File: config.mk
export PLATFORM = sky130hd
export DESIGN_NAME = execute_writeback
export DESIGN_NICKNAME = d
export VERILOG_FILES = /design/src/rtl/execute_writeback.sv
export SDC_FILE = /design/constraint.sdc
export NUM_CORES = 1
export LEC_CHECK = 0
export CORE_AREA = 2 2 288 290
export CTS_BUF_LIST = sky130_fd_sc_hd__clkbuf_2 sky130_fd_sc_hd__clkbuf_4 sky130_fd_sc_hd__clkbuf_8
export DETAILED_ROUTE_END_ITERATION = 16
export DIE_AREA = 0 0 290 292
export PLACE_DENSITY_LB_ADDON = 0.25
export SYNTH_ARGS = -nofsm -noshare
export SYNTH_HDL_FRONTEND = slang
export SYNTH_SLANG_ARGS = --single-unit
File: constraint.sdc
create_clock -name clk -period 7.9 [get_ports clk]
set_input_delay 1.975 -clock clk [delete_from_list [all_inputs] [get_ports clk]]
set_output_delay 1.975 -clock clk [all_outputs]
set_load 0.005 [all_outputs]
File: src/rtl/execute_writeback.sv
// execute_writeback: execute/writeback stage of the two-stage RV32I core.
// Resolves ALU, branch and jump results and sequences loads/stores over a req/ready port.
module execute_writeback #(
  parameter int ADDR_WIDTH = 32
) (
  input  logic                  clk,
  input  logic                  rst,
  input  logic [31:0]           instruction,
  input  logic [31:0]           instruction_address,
  input  logic [31:0]           immediate,
  input  logic                  aluop1_source,
  input  logic                  aluop2_source,
  input  logic                  memory_read_enable,
  input  logic                  memory_write_enable,
  input  logic [1:0]            wb_reg_write_source,
  input  logic [31:0]           read_data1,
  input  logic [31:0]           read_data2,
  output logic [31:0]           write_data,
  output logic                  reg_write_valid,
  output logic                  jump_flag,
  output logic [31:0]           jump_address,
  output logic                  stall,
  output logic                  misaligned,
  output logic                  mem_req,
  output logic                  mem_we,
  output logic [ADDR_WIDTH-1:0] mem_addr,
  output logic [31:0]           mem_wdata,
  output logic [3:0]            mem_wstrb,
  input  logic                  mem_ready,
  input  logic [31:0]           mem_rdata
);
  localparam logic [6:0] OP_LUI    = 7'h37;
  localparam logic [6:0] OP_JAL    = 7'h6F;
  localparam logic [6:0] OP_JALR   = 7'h67;
  localparam logic [6:0] OP_BRANCH = 7'h63;
  localparam logic [6:0] OP_IMM    = 7'h13;
  localparam logic [6:0] OP_REG    = 7'h33;

  typedef enum logic [1:0] {IDLE, REQ, DONE} state_t;
  state_t state, next_state;

  logic [6:0]  opcode;
  logic [2:0]  funct3;
  logic        funct7_5;
  logic [4:0]  shamt;
  logic [31:0] op1, op2, alu_result, ea, target;
  logic [31:0] load_data, load_shifted, load_value, store_wdata;
  logic [3:0]  store_wstrb;
  logic        branch_taken, is_jal, is_jalr, is_mem, mem_go;
  logic        unused_ok;

  assign opcode   = instruction[6:0];
  assign funct3   = instruction[14:12];
  assign funct7_5 = instruction[30];
  assign op1      = aluop1_source ? instruction_address : read_data1;
  assign op2      = aluop2_source ? immediate : read_data2;
  assign shamt    = op2[4:0];
  assign ea       = read_data1 + immediate;
  assign is_jal   = opcode == OP_JAL;
  assign is_jalr  = opcode == OP_JALR;
  assign is_mem   = memory_read_enable | memory_write_enable;
  assign unused_ok = ^{instruction[31], instruction[29:15], instruction[11:7]};

  // Subtract is only meaningful for register ops; I-type bit 30 only selects srai.
  always_comb begin
    alu_result = op1 + op2;
    if (opcode == OP_LUI) begin
      alu_result = immediate;
    end else if (opcode == OP_REG || opcode == OP_IMM) begin
      case (funct3)
        3'd0: if (opcode == OP_REG && funct7_5) alu_result = op1 - op2;
        3'd1: alu_result = op1 << shamt;
        3'd2: alu_result = {31'd0, $signed(op1) < $signed(op2)};
        3'd3: alu_result = {31'd0, op1 < op2};
        3'd4: alu_result = op1 ^ op2;
        3'd5: begin
          if (funct7_5) alu_result = $signed(op1) >>> shamt;
          else          alu_result = op1 >> shamt;
        end
        3'd6: alu_result = op1 | op2;
        3'd7: alu_result = op1 & op2;
      endcase
    end
  end

  always_comb begin
    branch_taken = 1'b0;
    if (opcode == OP_BRANCH) begin
      case (funct3)
        3'd0:    branch_taken = read_data1 == read_data2;
        3'd1:    branch_taken = read_data1 != read_data2;
        3'd4:    branch_taken = $signed(read_data1) < $signed(read_data2);
        3'd5:    branch_taken = $signed(read_data1) >= $signed(read_data2);
        3'd6:    branch_taken = read_data1 < read_data2;
        3'd7:    branch_taken = read_data1 >= read_data2;
        default: branch_taken = 1'b0;
      endcase
    end
  end

  assign target       = is_jalr ? ((read_data1 + immediate) & ~32'd1) : (instruction_address + immediate);
  assign jump_flag    = (branch_taken | is_jal | is_jalr) & ~stall;
  assign jump_address = jump_flag ? target : 32'd0;

  assign misaligned = is_mem && ((funct3[1:0] == 2'b01 && ea[0]) || (funct3[1] && ea[1:0] != 2'b00));
  assign mem_go     = is_mem && !misaligned;

  always_comb begin
    store_wstrb = 4'b1111;
    store_wdata = read_data2;
    case (funct3[1:0])
      2'b00: begin
        store_wstrb = 4'b0001 << ea[1:0];
        store_wdata = {4{read_data2[7:0]}};
      end
      2'b01: begin
        store_wstrb = 4'b0011 << {ea[1], 1'b0};
        store_wdata = {2{read_data2[15:0]}};
      end
      default: ;
    endcase
  end

  // Aligned halves always start on an even lane, so one byte-granular shift serves both sizes.
  always_comb begin
    load_shifted = load_data >> {ea[1:0], 3'b000};
    case (funct3[1:0])
      2'b00:   load_value = funct3[2] ? {24'd0, load_shifted[7:0]}
                                      : {{24{load_shifted[7]}}, load_shifted[7:0]};
      2'b01:   load_value = funct3[2] ? {16'd0, load_shifted[15:0]}
                                      : {{16{load_shifted[15]}}, load_shifted[15:0]};
      default: load_value = load_data;
    endcase
  end

  always_comb begin
    write_data = alu_result;
    if (misaligned)                        write_data = 32'd0;
    else if (wb_reg_write_source == 2'd1) write_data = (state == DONE) ? load_value : 32'd0;
    else if (wb_reg_write_source == 2'd3) write_data = instruction_address + 32'd4;
  end

  always_ff @(posedge clk or posedge rst) begin
    if (rst) state <= IDLE;
    else     state <= next_state;
  end

  always_comb begin
    next_state = state;
    case (state)
      IDLE:    if (mem_go) next_state = REQ;
      REQ:     if (mem_ready) next_state = DONE;
      DONE:    next_state = IDLE;
      default: next_state = IDLE;
    endcase
  end

  // Reset squashes the stall at once so an abandoned request never blocks the front end.
  always_comb begin
    stall = 1'b0;
    case (state)
      IDLE:    stall = mem_go;
      REQ:     stall = 1'b1;
      default: stall = 1'b0;
    endcase
    if (rst) stall = 1'b0;
  end

  assign reg_write_valid = ~stall & ~rst;

  always_ff @(posedge clk or posedge rst) begin
    if (rst) begin
      mem_req   <= 1'b0;
      mem_we    <= 1'b0;
      mem_addr  <= '0;
      mem_wdata <= 32'd0;
      mem_wstrb <= 4'd0;
      load_data <= 32'd0;
    end else if (state == IDLE && mem_go) begin
      mem_req   <= 1'b1;
      mem_we    <= memory_write_enable;
      mem_addr  <= {ea[ADDR_WIDTH-1:2], 2'b00};
      mem_wdata <= memory_write_enable ? store_wdata : 32'd0;
      mem_wstrb <= memory_write_enable ? store_wstrb : 4'd0;
    end else if (state == REQ && mem_ready) begin
      mem_req   <= 1'b0;
      load_data <= mem_rdata;
    end
  end
endmodule

; ---- Word level (Yosys, flattened, before mapping)
; Cells that the tools add are included.
; Widths: inputs -> output; s select.
[totals]
elab_cells = 103
latch_bits = 0
rom_bits = 0
inputBits = 201
mem_count = 0
reg_bits = 102
ramBits = 0
[classes]
order_cmp = 6
eq_ne = 22
n_mux = 29
multipliers = 0
n_shift = 6
bitwise_logic = 11
div_mod_pow = 0
n_reduce_logical = 17
add_sub_neg = 5
[op_table]
columns = operator, n
row1 = $mux 32, 15
row2 = $pmux 32 s8, 1
row3 = $lt 32x32->1, 4
row4 = $pmux 32 s2, 2
row5 = $add 32x32->32, 3
row6 = $ge 32x32->1, 2
row7 = $add 32x3->32 const B, 1
row8 = $and 32x32->32, 1
row9 = $eq 32x32->1, 1
row10 = $ne 32x32->1, 1
row11 = $or 32x32->32, 1
row12 = $shl 32x5->32, 1
row13 = $shr 32x5->16, 1
row14 = $shr 32x5->32, 1
row15 = $sshr 32x5->32, 1
row16 = $sub 32x32->32, 1
row17 = $xor 32x32->32, 1
row18 = $eq 7x7->1 const B, 3
row19 = $eq 7x6->1 const B, 2
row20 = $eq 3x3->1 const B, 4
row21 = $pmux 4 s2, 1
row22 = $eq 7x5->1 const B, 1
row23 = $logic_and 1x1->1, 7
row24 = $eq 2x1->1 const B, 3
row25 = other kinds (21), 37

; ---- Depth between registers and ports, before layout
[logic_depth]
ltp_word = 12
depth_mapped = 19
ltp_nobuf = 15

; ---- Worst setup path before layout
; OpenSTA, ideal clock, no wires.
[synth_path]
path_kind = input-to-output
from = input port aluop2_source
to = output port write_data[30]
slack_ns = 0.059
path_buffers = 5
path_stages = 17
arrival_time_ns = 5.866
path_cell_list = buf_2 mux2i_4 clkbuf_1 buf_2 buf_2 ha_1 buf_2 nor2b_1 o21ai_0 o311a_1 a21oi_1 o21ai_1 o21a_1 o31ai_2 nand2_1 mux2_1 o41ai_1
[synth_between]
elab_chain_cells = 9
word_cells_on_any_way = 17
[synth_rtl]
columns = item, line_no
row1 = from (decl), 12  ; input logic aluop2_source,
row2 = $mux 32 *, 56  ; assign op2 = aluop2_source ? immediate : read_data2;
row3 = "$add 32x32->32, or another cell as far along", 66  ; alu_result = op1 + op2;
row4 = "$mux 32, on equally long branches", "71, 77"
row5 = $pmux 32 s8, 70  ; case (funct3)
row6 = $mux 32 *, 69  ; end else if (opcode == OP_REG || opcode == OP_IMM) begin
row7 = $mux 32 *, 67  ; if (opcode == OP_LUI) begin
row8 = $mux 32 *, 140  ; else if (wb_reg_write_source == 2'd3) write_data = instruction_address + 32'd4;
row9 = $mux 32 *, 139  ; else if (wb_reg_write_source == 2'd1) write_data = (state == DONE) ? load_value : 32'd0;
row10 = $mux 32 *, 138  ; if (misaligned) write_data = 32'd0;
row11 = to (decl), 18  ; output logic [31:0] write_data,
; Mark *: on every way between the ends. The rest lies on a longest branch, timed or not.

; ---- Worst setup path after layout
[layout_path]
from = input port immediate[10]
to = output port write_data[27]
[layout_between]
elab_chain_cells = 9
word_cells_on_any_way = 10
[layout_rtl]
columns = item, line_no
row1 = from (decl), 10  ; input logic [31:0] immediate,
row2 = $mux 32 *, 56
row3 = $add 32x32->32 or $sub 32x32->32 (tied branches), "66, 71"
row4 = $mux 32, 71  ; 3'd0: if (opcode == OP_REG && funct7_5) alu_result = op1 - op2;
row5 = $pmux 32 s8, 70
row6 = $mux 32 *, 69
row7 = $mux 32 *, 67
row8 = $mux 32 *, 140
row9 = $mux 32 *, 139
row10 = $mux 32 *, 138
; Marks and branches as above.

==> results.sh <==
export IMPL_power_leakage_nw=15.4
export IMPL_crit_path_max_incr_delay_ns=0.43
export IMPL_clk_path_buf_depth=2
export IMPL_die_w_um=290
export IMPL_hold_end="mem_wdata[23]$_DFFE_PP0P_"
export IMPL_vdd_drop_max_mv=0.0978
export IMPL_dp_cells=4939
export IMPL_cpMostUsedCell="buf_6"
export IMPL_r2r_end="mem_addr[29]$_DFFE_PP0P_"
export IMPL_fp_dieH_um=292
export IMPL_hpwlAfterDp_mm=107
export IMPL_crit_path_top_delay_cell="a2111o_1"
export IMPL_rrSetupSlack_ns=6.03
export IMPL_place_congestion=1.03
export IMPL_first_pass_iters=6
export IMPL_synthToLayoutAreaGrowth_pct=61.4
export IMPL_htreeDepth=3
export IMPL_drc=0
export IMPL_end_kind="output pin"
export IMPL_criticalPathCategory="primary input to output pin"
export IMPL_io_pins=339
export IMPL_power_density_nw_per_um2=150
export IMPL_fin_worst_skew_ns=0.0173
export IMPL_layout_drive_gt1_share_pct=30.6
export IMPL_critPathTopFamily="compound AO/OA/AOI/OAI gates"
export IMPL_synth_edf_count=0
export IMPL_synth_cell_types=93
export IMPL_reg2reg_depth=4
export IMPL_drv_cap=0
export IMPL_grt_usage_pct=29.2
export IMPL_ys_seq_elements=102
export IMPL_grt_pass1_vias=26200
export IMPL_cts_root_buf="clkbuf_8"
export IMPL_grt_pass1_wl_mm=183
export IMPL_min_from="mem_wdata[23]$_DFFE_PP0P_"
export IMPL_ctsHoldBuffers=0
export IMPL_start_util_pct=24.8
export IMPL_placementRows=105
export IMPL_avgSynthCellArea_um2=6.89
export IMPL_drt_antenna_violating_nets=0
export IMPL_setup_viol=1
export IMPL_layout_common_cells="buf_4 (834), nand2_1 (434), a21oi_1 (248)"
export IMPL_nNetsFinal=4337
export IMPL_synthFlopType="dfrtp_1"
export IMPL_fin_crit_sh_pct=101
export IMPL_worstPathBufferInverterCount=6
export IMPL_crit_fanout=4
export IMPL_drv_slew=0
export IMPL_relSlewSlack_pct=43.4
export IMPL_die_area_um2=84700
export IMPL_violations="setup timing"
export IMPL_numPortBuffers=315
export IMPL_clk_latency_ns=0.44
export IMPL_synth_seq_area_share_pct=12.6
export IMPL_cts_sinks=102
export IMPL_yosys_warnings=0
export IMPL_rsz0062_at_grt="true"
export IMPL_hold_depth=2
export IMPL_tightest_slew_ns=0.849
export IMPL_cp_arrival_ns=5.97
export IMPL_postSynthCellCount=2931
export IMPL_cts_inserted_buffers=9
export IMPL_r2r_start="state[1]$_DFFE_PP0P_"
export IMPL_vias=27300
export IMPL_setup_slack_ns=-0.0437
export IMPL_antenna_found_initial=5
export IMPL_crit_required_ns=5.93
export IMPL_status="complete, but fails checks"
export IMPL_final_common_cell="buf_4"
export IMPL_grt_overflow=0
export IMPL_critPathLaunchType="primary input"
export IMPL_fmax_mhz=126
export IMPL_drt_initial_drc_count=2490
export IMPL_tritoncts="built"
export IMPL_cts_clk_slew_worst_paths_ns=0.11
export IMPL_final_cells=5016
export IMPL_coreArea_um2=81600
export IMPL_via_per_inst=5.45
export IMPL_hold_class="flip-flop to flip-flop"
export IMPL_fin_crit_ns=7.94
export IMPL_synth_async_reset_ratio_pct=100
export IMPL_grt_max_degree=83
export IMPL_place_area_um2=30200
export IMPL_design_area_um2=32600
export IMPL_syn_area_um2=20200
export IMPL_post_drt_wl_per_cell_um=25.8
export IMPL_finalWirelength_mm=130
export IMPL_finalHoldViolations=0
export IMPL_crit_chain="dlygate4sd2_1 -> buf_6 -> nand2_2 -> o21a_2 -> ha_4 -> a211o_1 -> a2111o_1 -> a41oi_2 -> o41ai_4 -> buf_4 -> o2bb2ai_4 -> a221o_1 -> buf_6 -> a221o_1 -> a211o_1 -> a221oi_2 -> buf_4 -> buf_6"
[flip-flops by register name (all words and copies together), names as in the netlist]
name,count
load_data,32
mem_addr,30
mem_req,1
mem_wdata,32
mem_we,1
mem_wstrb,4
state,2
[worst reg2reg max path: stages (launching register included)]
cell	delay [ns]
dfrtp_1	0.47
or4_4	0.55
buf_4	0.36
nand2_1	0.25
o21ai_0	0.09
[cell families after synthesis]
group / share of synthesized area [%]
AOI/OAI and AO/OA: 31.3
and+or+nand+nor: 21.2
buffers and inverters: 6.96
muxes: 10.8
adders and majority gates: 12.3
xor gates and xnor gates: 4.81
DFF: 12.6
other: 0.0186
[timing repair]
item,4_1_cts,5_1_grt
cloned,1,4
setup endpoints to repair,65,59
resized for setup,340,149
setup buffers,42,18
pin swaps,90,58
[through the flow]
step / power, mW / util (%) / setup slack, ns / hold slack (ns) / setup TNS [ns]
2_1_floorplan: 2.35 / - / 0.0594 / 0.463 / 0
3_3_place_gp: 4.18 / 37.0 / -1.19 / 0.454 / -39.57
3_5_place_dp: 4.18 / 37.0 / -1.13 / 0.460 / -39.12
4_1_cts: 4.75 / 39.1 / -0.123 / 0.487 / -0.264
5_1_grt: 5.13 / 39.9 / -0.157 / 0.507 / -0.498
6_report: 4.87 / 39.9 / -0.0437 / 0.481 / -0.0437
[metal layers]
metal  share of wire (%)  GRT usage [%]
met1                  43           39.0
met2                  45           47.7
met3                 6.6           3.49
met4                 4.8           11.7
met5               0.018              0
[cells in the mapped netlist (21+ instances only)]
cell      count  area, µm²
a21o_1       40        300
mux2i_1     168       1680
mux2_2       32        360
nand3_1      80        400
ha_1        192       2400
nand4_1      31        194
clkbuf_1    144        541
o221ai_1     27        236
o21a_1       47        353
buf_1        25       93.8
o211ai_1     39        293
a21oi_1     283       1420
o21ai_0     216       1080
nor3_1       60        300
xor2_1       37        324
o22ai_1      21        131
inv_1       147        552
xnor2_1      74        648
nor2_1      238        893
o21bai_1     30        225
o21ai_1      31        155
a31oi_1      30        188
a211oi_1     50        375
dfrtp_1     102       2550
nand2b_1     22        138
nand2_1     437       1640
[cell type report]
cell class                      count  area, µm²
Timing Repair Buffer             1193      10100
Fill cell                        8598      49000
Antenna cell                        1       2.50
Clock inverter                      7       96.3
Multi-Input combinational cell   2473      17800
Inverter                          161        618
Sequential cell                   102       2550
Tap cell                         1070       1340
Clock buffer                        9        124
[worst max-delay path by stage]
stage,to,slack [ns],cells after the start,from
2_1_floorplan,write_data[30],0.06,17,aluop2_source
3_3_place_gp,write_data[18],-1.19,18,instruction_address[1]
3_5_place_dp,write_data[18],-1.13,18,instruction_address[1]
4_1_cts,write_data[27],-0.12,19,aluop1_source
5_1_grt,write_data[27],-0.16,19,aluop1_source
6_report,write_data[27],-0.04,18,immediate[10]
[power by group]
| part | total (mW) | internal, mW | switching [mW] | leakage, nW |
|---|---|---|---|---|
| Clock | 0.390 | 0.133 | 0.257 | 0.109 |
| Combinational | 3.55 | 1.68 | 1.87 | 14.0 |
| Sequential | 0.937 | 0.756 | 0.181 | 1.28 |
| Total | 4.87 | 2.57 | 2.31 | 15.4 |
(Power assumes the default switching activity.)
